$ cat config.mk
export PLATFORM = sky130hd
export DESIGN_NAME = ldm_stm_addr_seq_flat
export DESIGN_NICKNAME = d
export VERILOG_FILES = /design/src/rtl/ldm_stm_addr_seq_if.sv /design/src/rtl/ldm_stm_addr_seq.sv /design/src/flat_wrapper.sv
export SDC_FILE = /design/constraint.sdc
export NUM_CORES = 1
export LEC_CHECK = 0
export CAP_MARGIN = 20
export CORE_ASPECT_RATIO = 0.7
export CORE_MARGIN = 10
export CORE_UTILIZATION = 60
export CTS_CLUSTER_SIZE = 30
export DETAILED_ROUTE_END_ITERATION = 12
export PLACE_DENSITY_LB_ADDON = 0.25
export SETUP_SLACK_MARGIN = 0.4
export SLEW_MARGIN = 25
export SYNTH_ARGS = -nofsm -noshare
export SYNTH_HDL_FRONTEND = slang
export SYNTH_SLANG_ARGS = --single-unit
$ cat constraint.sdc
create_clock -name clk_in -period 8.71 [get_ports clk_in]
set_input_delay 1.742 -clock clk_in [delete_from_list [all_inputs] [get_ports clk_in]]
set_output_delay 1.742 -clock clk_in [all_outputs]
set_load 0.05 [all_outputs]
$ cat src/rtl/ldm_stm_addr_seq_if.sv
// Bus bundle for the LDM/STM address sequencer: control-side request, memory beat
// handshake and completion/writeback outputs.
interface ldm_stm_addr_seq_if #(
    parameter int unsigned ADDR_W = 32,
    parameter int unsigned NREG   = 16
);
    localparam int unsigned IDX_W = $clog2(NREG);

    logic              start_in;
    logic [ADDR_W-1:0] base_addr_in;
    logic [NREG-1:0]   reg_list_in;
    logic [2:0]        mode_in;
    logic              mem_ack_in;
    logic              busy_out;
    logic              mem_req_out;
    logic [ADDR_W-1:0] addr_to_mem_out;
    logic [IDX_W-1:0]  reg_idx_out;
    logic              last_out;
    logic              done_out;
    logic              wb_valid_out;
    logic [ADDR_W-1:0] data_to_reg_update_out;
    logic              align_err_out;

    modport master (
        output start_in, base_addr_in, reg_list_in, mode_in, mem_ack_in,
        input  busy_out, mem_req_out, addr_to_mem_out, reg_idx_out, last_out,
               done_out, wb_valid_out, data_to_reg_update_out, align_err_out
    );

    modport slave (
        input  start_in, base_addr_in, reg_list_in, mode_in, mem_ack_in,
        output busy_out, mem_req_out, addr_to_mem_out, reg_idx_out, last_out,
               done_out, wb_valid_out, data_to_reg_update_out, align_err_out
    );
endinterface

$ cat src/rtl/ldm_stm_addr_seq.sv
// LDM/STM block-transfer address sequencer: one ascending word address per acked beat.
// Optional base-alignment check enabled by defining ADDR_ALIGN_CHECK_EN.
module ldm_stm_addr_seq #(
    parameter int unsigned ADDR_W     = 32,
    parameter int unsigned NREG       = 16,
    parameter int unsigned WORD_BYTES = 4
) (
    input  logic                clk_in,
    input  logic                rst_n_in,
    ldm_stm_addr_seq_if.slave   bus
);
    localparam int unsigned IDX_W = $clog2(NREG);
    localparam int unsigned CNT_W = $clog2(NREG + 1);
    localparam logic [ADDR_W-1:0] STRIDE = ADDR_W'(WORD_BYTES);

    typedef enum logic [1:0] {IDLE, XFER, DONE} state_t;
    state_t state_q, state_d;

    logic [ADDR_W-1:0] addr_q, addr_d, wbval_q, wbval_d, data_q, data_d;
    logic [NREG-1:0]   rem_q, rem_d;
    logic [IDX_W-1:0]  idx_q, idx_d;
    logic              w_q, w_d;
    logic              busy_q, busy_d, req_q, req_d, last_q, last_d;
    logic              done_q, done_d, wbv_q, wbv_d;
`ifdef ADDR_ALIGN_CHECK_EN
    logic              aerr_q, aerr_d;
    logic              misaligned;
    assign misaligned = (bus.base_addr_in & ADDR_W'(WORD_BYTES - 1)) != '0;
`endif

    // One lowest-set-bit picker serves both the fresh list at start and the remaining list per beat
    logic [NREG-1:0]  pick_src, pick_rest;
    logic [IDX_W-1:0] pick_idx;
    always_comb begin
        pick_src = (state_q == IDLE) ? bus.reg_list_in : rem_q;
        pick_idx = '0;
        for (int unsigned i = NREG; i > 0; i--) begin
            if (pick_src[i-1]) pick_idx = IDX_W'(i - 1);
        end
        pick_rest = pick_src & (pick_src - NREG'(1));
    end

    logic [CNT_W-1:0]  n_set;
    logic [ADDR_W-1:0] span, first_addr, wb_calc;
    always_comb begin
        n_set = '0;
        for (int unsigned i = 0; i < NREG; i++) begin
            n_set = n_set + CNT_W'(bus.reg_list_in[i]);
        end
        span = STRIDE * ADDR_W'(n_set);
        case (bus.mode_in[2:1])
            2'b01:   first_addr = bus.base_addr_in;
            2'b11:   first_addr = bus.base_addr_in + STRIDE;
            2'b00:   first_addr = bus.base_addr_in - span + STRIDE;
            default: first_addr = bus.base_addr_in - span;
        endcase
        wb_calc = bus.mode_in[1] ? (bus.base_addr_in + span) : (bus.base_addr_in - span);
    end

    always_ff @(posedge clk_in or negedge rst_n_in) begin
        if (!rst_n_in) begin
            state_q <= IDLE;
            addr_q  <= '0;
            wbval_q <= '0;
            data_q  <= '0;
            rem_q   <= '0;
            idx_q   <= '0;
            w_q     <= 1'b0;
            busy_q  <= 1'b0;
            req_q   <= 1'b0;
            last_q  <= 1'b0;
            done_q  <= 1'b0;
            wbv_q   <= 1'b0;
`ifdef ADDR_ALIGN_CHECK_EN
            aerr_q  <= 1'b0;
`endif
        end else begin
            state_q <= state_d;
            addr_q  <= addr_d;
            wbval_q <= wbval_d;
            data_q  <= data_d;
            rem_q   <= rem_d;
            idx_q   <= idx_d;
            w_q     <= w_d;
            busy_q  <= busy_d;
            req_q   <= req_d;
            last_q  <= last_d;
            done_q  <= done_d;
            wbv_q   <= wbv_d;
`ifdef ADDR_ALIGN_CHECK_EN
            aerr_q  <= aerr_d;
`endif
        end
    end

    always_comb begin
        state_d = state_q;
        case (state_q)
            IDLE: begin
                if (bus.start_in) begin
                    state_d = (n_set == '0) ? DONE : XFER;
`ifdef ADDR_ALIGN_CHECK_EN
                    if (misaligned) state_d = DONE;
`endif
                end
            end
            XFER:    if (bus.mem_ack_in && last_q) state_d = DONE;
            DONE:    state_d = IDLE;
            default: state_d = IDLE;
        endcase
    end

    always_comb begin
        addr_d  = addr_q;
        wbval_d = wbval_q;
        data_d  = data_q;
        rem_d   = rem_q;
        idx_d   = idx_q;
        w_d     = w_q;
        last_d  = last_q;
        req_d   = (state_d == XFER);
        busy_d  = (state_d != IDLE);
        done_d  = (state_d == DONE);
        wbv_d   = 1'b0;
`ifdef ADDR_ALIGN_CHECK_EN
        aerr_d  = aerr_q;
`endif
        case (state_q)
            IDLE: begin
                if (bus.start_in) begin
                    w_d     = bus.mode_in[0];
                    wbval_d = wb_calc;
                    addr_d  = first_addr;
                    idx_d   = pick_idx;
                    rem_d   = pick_rest;
                    last_d  = req_d && (pick_rest == '0);
                    if ((state_d == DONE) && bus.mode_in[0]) begin
                        wbv_d  = 1'b1;
                        data_d = wb_calc;
                    end
`ifdef ADDR_ALIGN_CHECK_EN
                    aerr_d = misaligned;
                    if (misaligned) wbv_d = 1'b0;
`endif
                end
            end
            XFER: begin
                if (bus.mem_ack_in) begin
                    if (last_q) begin
                        last_d = 1'b0;
                        wbv_d  = w_q;
                        data_d = wbval_q;
                    end else begin
                        addr_d = addr_q + STRIDE;
                        idx_d  = pick_idx;
                        rem_d  = pick_rest;
                        last_d = (pick_rest == '0);
                    end
                end
            end
            default: ;
        endcase
    end

    assign bus.busy_out               = busy_q;
    assign bus.mem_req_out            = req_q;
    assign bus.addr_to_mem_out        = addr_q;
    assign bus.reg_idx_out            = idx_q;
    assign bus.last_out               = last_q;
    assign bus.done_out               = done_q;
    assign bus.wb_valid_out           = wbv_q;
    assign bus.data_to_reg_update_out = data_q;
`ifdef ADDR_ALIGN_CHECK_EN
    assign bus.align_err_out          = aerr_q;
`else
    assign bus.align_err_out          = 1'b0;
`endif
endmodule

$ cat src/flat_wrapper.sv
// flat-port wrapper written by rule: the top's interface ports become plain ports
module ldm_stm_addr_seq_flat 
#(
    parameter int unsigned ADDR_W     = 32,
    parameter int unsigned NREG       = 16,
    parameter int unsigned WORD_BYTES = 4
)
  (clk_in, rst_n_in, bus_start_in, bus_base_addr_in, bus_reg_list_in, bus_mode_in, bus_mem_ack_in, bus_busy_out, bus_mem_req_out, bus_addr_to_mem_out, bus_reg_idx_out, bus_last_out, bus_done_out, bus_wb_valid_out, bus_data_to_reg_update_out, bus_align_err_out);
  ldm_stm_addr_seq_if #(.ADDR_W(ADDR_W), .NREG(NREG)) bus_i ();
  input  logic clk_in;
  input  logic rst_n_in;
  input wire logic [$bits(bus_i.start_in)-1:0] bus_start_in;
  input wire logic [$bits(bus_i.base_addr_in)-1:0] bus_base_addr_in;
  input wire logic [$bits(bus_i.reg_list_in)-1:0] bus_reg_list_in;
  input wire logic [$bits(bus_i.mode_in)-1:0] bus_mode_in;
  input wire logic [$bits(bus_i.mem_ack_in)-1:0] bus_mem_ack_in;
  output wire logic [$bits(bus_i.busy_out)-1:0] bus_busy_out;
  output wire logic [$bits(bus_i.mem_req_out)-1:0] bus_mem_req_out;
  output wire logic [$bits(bus_i.addr_to_mem_out)-1:0] bus_addr_to_mem_out;
  output wire logic [$bits(bus_i.reg_idx_out)-1:0] bus_reg_idx_out;
  output wire logic [$bits(bus_i.last_out)-1:0] bus_last_out;
  output wire logic [$bits(bus_i.done_out)-1:0] bus_done_out;
  output wire logic [$bits(bus_i.wb_valid_out)-1:0] bus_wb_valid_out;
  output wire logic [$bits(bus_i.data_to_reg_update_out)-1:0] bus_data_to_reg_update_out;
  output wire logic [$bits(bus_i.align_err_out)-1:0] bus_align_err_out;
  assign bus_i.start_in = bus_start_in;
  assign bus_i.base_addr_in = bus_base_addr_in;
  assign bus_i.reg_list_in = bus_reg_list_in;
  assign bus_i.mode_in = bus_mode_in;
  assign bus_i.mem_ack_in = bus_mem_ack_in;
  assign bus_busy_out = bus_i.busy_out;
  assign bus_mem_req_out = bus_i.mem_req_out;
  assign bus_addr_to_mem_out = bus_i.addr_to_mem_out;
  assign bus_reg_idx_out = bus_i.reg_idx_out;
  assign bus_last_out = bus_i.last_out;
  assign bus_done_out = bus_i.done_out;
  assign bus_wb_valid_out = bus_i.wb_valid_out;
  assign bus_data_to_reg_update_out = bus_i.data_to_reg_update_out;
  assign bus_align_err_out = bus_i.align_err_out;
  ldm_stm_addr_seq #(.ADDR_W(ADDR_W), .NREG(NREG), .WORD_BYTES(WORD_BYTES)) u_core (.clk_in(clk_in), .rst_n_in(rst_n_in), .bus(bus_i));
endmodule
==> results of run 1 <==
state kept, by name, indices dropped and copies added, names as in the netlist, 2 cells and up:
name	count
u_core.bus.addr_to_mem_out	32
u_core.bus.data_to_reg_update_out	32
u_core.wbval_q	32
u_core.rem_q	15
u_core.bus.reg_idx_out	4
u_core.state_q	2
cells in the mapped netlist, types with 19 or more instances:
library cell  instances
nand2_1             189
o21ai_0             132
dfrtp_1             123
a21oi_1              94
nor2_1               91
clkbuf_1             83
inv_1                46
xnor2_1              42
nor3_1               40
nand3_1              36
nor4_1               30
o31ai_1              29
nand4_1              27
xor2_1               24
and3_1               21
ha_1                 21
a31oi_1              20
mux2i_1              20
mux2_2               19
where the power goes:
group	internal [mW]	switching [mW]	total (mW)	leakage, nW
clock	0.375	0.321	0.696	0.263
combinational	1.11	2.01	3.12	3.44
sequential	0.816	0.205	1.02	1.54
cell type report:
type                    instances  area, µm²
clock inverters                14        124
fillers                      1297       4270
flip-flops and latches        123       3080
inverters                      48        183
well taps                     231        289
multi-input cells            1098       7100
repair buffers                195       1790
clock buffers                  18        429
cells by family (layout without fill, tap and decap cells):
logic type / count (synthesis) / in the layout
buffers and inverters: 149 / 275
multiplexers: 39 / 39
AO/OA/AOI/OAI: 430 / 430
flip-flops: 123 / 123
AND/OR/NAND/NOR: 528 / 528
adder cells (fa/ha/maj): 34 / 34
other: 1 / 1
XOR/XNOR: 66 / 66
path summary, 6_finish.rpt:
| kind | start | to | slack [ns] | depth (start not counted) |
|---|---|---|---|---|
| worst max-delay path | bus_reg_list_in[10] | u_core.bus.addr_to_mem_out[25]$_DFFE_PN0P_ | 0.57 | 19 |
| worst min-delay path | u_core.wbval_q[0]$_DFFE_PN0P_ | u_core.wbval_q[0]$_DFFE_PN0P_ | 0.48 | 2 |
| worst max register to register | u_core.state_q[0]$_DFF_PN0_ | u_core.bus.last_out$_DFFE_PN0P_ | 4.83 | 9 |
| worst min register to register | u_core.wbval_q[0]$_DFFE_PN0P_ | u_core.wbval_q[0]$_DFFE_PN0P_ | 0.48 | 2 |
| max in group asynchronous | rst_n_in | u_core.wbval_q[15]$_DFFE_PN0P_ | 5.97 | 2 |
| min in group asynchronous | rst_n_in | u_core.bus.addr_to_mem_out[0]$_DFFE_PN0P_ | 1.33 | 1 |
layer usage:
metal	track usage	vias up
met5	0	-
met4	0.0622	0
met3	0.145	83
met2	0.429	851
met1	0.469	5451
li1	-	5253
worst max-delay path, delay by kind of cell:
family          cells  cell delay, ns
simple gates        5            1.59
compound gates      3            0.89
buf+inv             4            0.82
fa+ha+maj           7            3.40
timing repair:
action | 4_1_cts | 5_1_grt
pin swaps | 1 | 19
cloned | 0 | 0
setup buffers | 1 | 1
setup endpoints to repair | 3 | 15
gates resized for setup | 4 | 28
==> flow_metrics.tcl, run 1 <==
set metrics [dict create \
    clock_sinks 123 \
    tns_ns 0 \
    grt_pass1_wl_um 60700 \
    wl_met3_um 6620 \
    hp-class "flip-flop to flip-flop" \
    antenna_cells 0 \
    cts_tree "yes" \
    finClkSkew_ns 0.00814 \
    stdcell_area_um2 13000 \
    synth_xor_area_frac 0.0543 \
    cts_max_level 4 \
    drive_above_1_share 0.128 \
    ys_ff_latch 123 \
    fin_util 0.753 \
    setup_ws_ns 0.570 \
    yosysWarnings 0 \
    drv_cap 0 \
    synth_area_per_cell_um2 7.77 \
    min_period_ns 8.14 \
    place_hpwl_um 28700 \
    drt_first_pass_iters 7 \
    coreArea_um2 17300 \
    syn2layout_area_growth_pct 22.1 \
    rsz0062_at_grt "false" \
    fin_total_pwr_mw 4.84 \
    cp_common_cell "fa_1" \
    finalSetupViolCount 0 \
    cp-end-kind "flip-flop" \
    m1WireLength_um 16400 \
    synth_edf_count 0 \
    ys_seq_area_frac 0.289 \
    synthMuxAreaShare 0.0389 \
    ys.flop_type "dfrtp_1" \
    clock_latency_ns 0.43 \
    drt-initial-drc-count 1983 \
    port_buffers 127 \
    yosys.cell_types.count 101 \
    die_x_um 179 \
    cellLeakagePower_nw 5.24 \
    fp.dieH_um 131 \
    worst_slew_pin_slew_ns 0.991 \
    wl_per_cell_um 22.8 \
    highest_layer "met4" \
    routed_wl_um 39400 \
    async_flop_share 1.00 \
    gp_congestion 1.02 \
    dpl_cell_area_um2 12300 \
    fp-row-count 40 \
    grt_max_degree 85 \
    synthSimpleGateAreaFrac 0.248 \
    wl_met2_um 15800 \
    hold_violations 0 \
    dp.cells 1693 \
    initial_utilization 0.616 \
    ios 129 \
    nets 1571 \
    cts_buffers 17 \
    clock_path_buffers 2 \
    grt_pass1_vias 10600 \
    worstSetupPathType "input pin to flip-flop" \
    synth_top_area_cell "dfrtp_1" \
    cts_root_buffer "clkbuf_16" \
    final_cells 1727 \
    fmax_mhz 123 \
    synth_top_family_by_area "compound AO/OA/AOI/OAI gates" \
    track_usage 0.323 \
    yosysTopAreaCellShare 0.289 \
    mostFrequentLayoutCells "nand2_1, o21ai_0, dfrtp_1" \
    final_antenna_net_count 0 \
    synth_compound_area_frac 0.264 \
    antenna_found_initial 0 \
    startpoint_type "input pin" \
    cp_cell_sequence "clkdlybuf4s50_1 -> fa_1 -> fa_1 -> fa_1 -> inv_1 -> fa_1 -> fa_2 -> fa_2 -> inv_4 -> fa_2 -> or2_4 -> buf_4 -> a211oi_4 -> nor2_1 -> o311a_1 -> or3b_4 -> or3_4 -> or4_1 -> a32o_1" \
    die_area_um2 23500 \
    run_status "finished clean" \
    max-vdd-ir-drop_uv 502 \
    critPathMaxFanout 4 \
    remaining_drc_errors 0 \
    hold_buffers 0 \
    vias 11600 \
    crit_path_top_delay_cell "fa_2" \
    finalMaxSlewViolations 0 \
    yosys-top-cells-area "dfrtp_1, nand2_1, o21ai_0" \
    cp.required_ns 9.03 \
    grt_overflow 0 \
    syn_inst 1370 \
    relSlewSlack 0.339 \
    via_per_inst 6.74 \
    fin_crit_sh 0.935 \
    synth_nets 1458 \
    final_common_cell "nand2_1" \
    hold_ws_ns 0.479 \
    dp_slack_ns -0.0668 \
    synth_fa_ha_area_frac 0.0482 \
    clk_pin_slew_ns 0.07 \
    cp.arrival_ns 8.46 \
    p_per_area_nw_per_um2 373 \
    syn_area_um2 10600 \
    cpPeakStageDelay_ns 0.62 \
]
Note: power is estimated with default switching activity, not from simulation.
==> run 2: changes to the inputs <==
--- a/config.mk
+++ b/config.mk
@@ -8,7 +8,7 @@
 export CAP_MARGIN = 20
 export CORE_ASPECT_RATIO = 0.7
 export CORE_MARGIN = 10
-export CORE_UTILIZATION = 60
+export CORE_UTILIZATION = 58
 export CTS_CLUSTER_SIZE = 30
 export DETAILED_ROUTE_END_ITERATION = 12
 export PLACE_DENSITY_LB_ADDON = 0.25
==> constraint.sdc (replaced) <==
create_clock -name clk_in -period 8.6 [get_ports clk_in]
set_input_delay 1.72 -clock clk_in [delete_from_list [all_inputs] [get_ports clk_in]]
set_output_delay 1.72 -clock clk_in [all_outputs]
set_load 0.05 [all_outputs]
==> run 2 against run 1 <==
Sequential power barely moved. Utilization fell by 1.6 points. Combinational power rose by 4%. Clock-buffer cell count did not move. Sequential cell count did not move. Cell count rose by 1.6%. Hold slack barely moved. Critical path depth rose by 3. Wire length rose by 0.50%.
==> flow_metrics.tcl, run 2 (synthesis gave the netlist of run 1 again) <==
set metrics [dict create \
    fp-row-count 41 \
    fillers 1417 \
    hold_ws_ns 0.479 \
    drive_above_1_share 0.144 \
    cts_root_buffer "clkbuf_16" \
    dp.cells 1718 \
    p_int_mw 2.47 \
    switchingPower_mw 2.60 \
    grt_overflow 0 \
    hold_violations 0 \
    cts_buffers 17 \
    final_antenna_net_count 0 \
    p_sw_frac 0.513 \
    relSlewSlack 0.300 \
    fp.dieH_um 133 \
    r2r-start "u_core.state_q[0]$_DFF_PN0_" \
    p_per_area_nw_per_um2 382 \
    gp_congestion 1.01 \
    final_common_cell "nand2_1" \
    cp-end-kind "flip-flop" \
    cts_max_level 4 \
    reg2reg_to "u_core.bus.addr_to_mem_out[21]$_DFFE_PN0P_" \
    startpoint_type "input pin" \
    hp-class "flip-flop to flip-flop" \
    track_usage 0.318 \
    worstSetupPathType "input pin to flip-flop" \
    nets 1594 \
    initial_utilization 0.591 \
    grt_pass1_wl_um 62200 \
    mostFrequentLayoutCells "nand2_1, o21ai_0, dfrtp_1" \
    clock_latency_ns 0.44 \
    antenna_found_initial 0 \
    min_period_ns 8.08 \
    dpl_cell_area_um2 12500 \
    clk_pin_slew_ns 0.06 \
    critPathBufInv 6 \
    hold_end "u_core.wbval_q[9]$_DFFE_PN0P_" \
    worst_slew_pin_slew_ns 1.04 \
    setup_ws_ns 0.525 \
    finClkSkew_ns 0.0155 \
    drt-initial-drc-count 1527 \
    via_per_inst 6.64 \
    cts_tree "yes" \
    dp_slack_ns -0.156 \
    clock_path_buffers 2 \
    ff2ff_path_depth 12 \
    grt_pass1_vias 10800 \
    cp.arrival_ns 8.40 \
    die_area_um2 24200 \
    clock_sinks 123 \
    vias 11700 \
    remaining_drc_errors 0 \
    final_cells 1755 \
    clock_power_share 0.154 \
    hold_buffers 0 \
    cellLeakagePower_nw 5.35 \
    antenna_cells 0 \
    fin_crit_sh 0.939 \
    finalSetupViolCount 0 \
    fmax_mhz 124 \
    grt_max_degree 85 \
    r2r_slack_ns 4.77 \
    seqPwrFrac 0.203 \
    cp.required_ns 8.92 \
    critPathMaxFanout 4 \
    syn2layout_area_growth_pct 24.7 \
    crit_family "adder cells" \
    drt_first_pass_iters 6 \
    drv_cap 0 \
    routed_wl_um 39600 \
    worstHoldStart "u_core.wbval_q[9]$_DFFE_PN0P_" \
    cpPeakStageDelay_ns 0.57 \
    max-vdd-ir-drop_uv 407 \
    rsz0062_at_grt "false" \
    wl_per_cell_um 22.6 \
    ios 129 \
    fin_total_pwr_mw 5.07 \
    crit_path_top_delay_cell "fa_2" \
    place_hpwl_um 28900 \
    finalMaxSlewViolations 0 \
    port_buffers 127 \
    coreArea_um2 18000 \
    comb_power_share 0.643 \
    stdcell_area_um2 13300 \
    run_status "finished clean" \
    die_x_um 182 \
    cp_cell_sequence "clkdlybuf4s15_1 -> ha_1 -> inv_1 -> fa_1 -> inv_2 -> fa_1 -> fa_1 -> inv_1 -> fa_1 -> fa_2 -> fa_2 -> inv_4 -> fa_2 -> or2_4 -> buf_6 -> a211oi_4 -> nor2_2 -> o311a_1 -> or3b_4 -> or3_4 -> or4_1 -> a32o_1" \
    whs_path_depth 2 \
    cp_common_cell "fa_1" \
]
==> run 2: how the worst max path moves through the flow <==
stage                             startpoint                                          to  slack, ns  depth (start not counted)
after floorplan           bus_reg_list_in[0]  u_core.bus.addr_to_mem_out[25]$_DFFE_PN0P_       0.36                         21
after global placement    bus_reg_list_in[0]  u_core.bus.addr_to_mem_out[25]$_DFFE_PN0P_      -0.09                         21
after detailed placement  bus_reg_list_in[1]  u_core.bus.addr_to_mem_out[25]$_DFFE_PN0P_      -0.16                         21
after CTS                 bus_reg_list_in[1]  u_core.bus.addr_to_mem_out[25]$_DFFE_PN0P_       0.40                         22
after global routing      bus_reg_list_in[0]  u_core.bus.addr_to_mem_out[25]$_DFFE_PN0P_       0.37                         24
final                     bus_reg_list_in[1]  u_core.bus.addr_to_mem_out[25]$_DFFE_PN0P_       0.52                         22
==> run 2: area by class of cell <==
type,count,area [µm²],share of cell area
well taps,236,295,0.0223
clock buffers,18,429,0.0324
repair buffers,218,1960,0.148
multi-input cells,1098,7130,0.538
clock inverters,14,185,0.0140
flip-flops and latches,123,3080,0.232
inverters,48,183,0.0138
==> run 2: metrics by stage <==
step                       util  TNS, ns
final                     0.737        0
after CTS                 0.731        0
after global placement    0.693  -0.0890
after floorplan               -        0
after global routing      0.737        0
after detailed placement  0.693   -0.344
==> run 2: per-layer routing <==
layer	global-route usage	vias up	wire, µm
met2	0.425	788	15500
li1	-	5285	-
met5	0	-	0
met4	0.0518	0	486
met1	0.469	5523	17600
met3	0.128	60	6040
==> run 2: worst register-to-register path: cells and delay by family, from the launching register on <==
| kind | cells | cell delay, ns |
|---|---|---|
| muxes | 1 | 0.11 |
| and+or+nand+nor | 3 | 0.36 |
| DFF | 1 | 0.67 |
| buffers and inverters | 4 | 1.12 |
| AOI/OAI and AO/OA | 4 | 1.47 |
==> run 2: timing repair <==
item / 4_1_cts / 5_1_grt
pin swaps: 20 / 18
gates resized for setup: 16 / 23
buffers inserted: 1 / 4
setup endpoints to repair: 5 / 11
==> run 2: power by group through the flow <==
| stage | logic, mW | clock network [mW] | registers (mW) |
|---|---|---|---|
| 2_1_floorplan | 1.59 | 0 | 1.47 |
| 3_3_place_gp | 3.00 | 0 | 1.02 |
| 3_5_place_dp | 3.05 | 0 | 1.03 |
| 4_1_cts | 3.13 | 0.780 | 1.02 |
| 5_1_grt | 3.49 | 0.807 | 1.06 |
| 6_report | 3.26 | 0.779 | 1.03 |
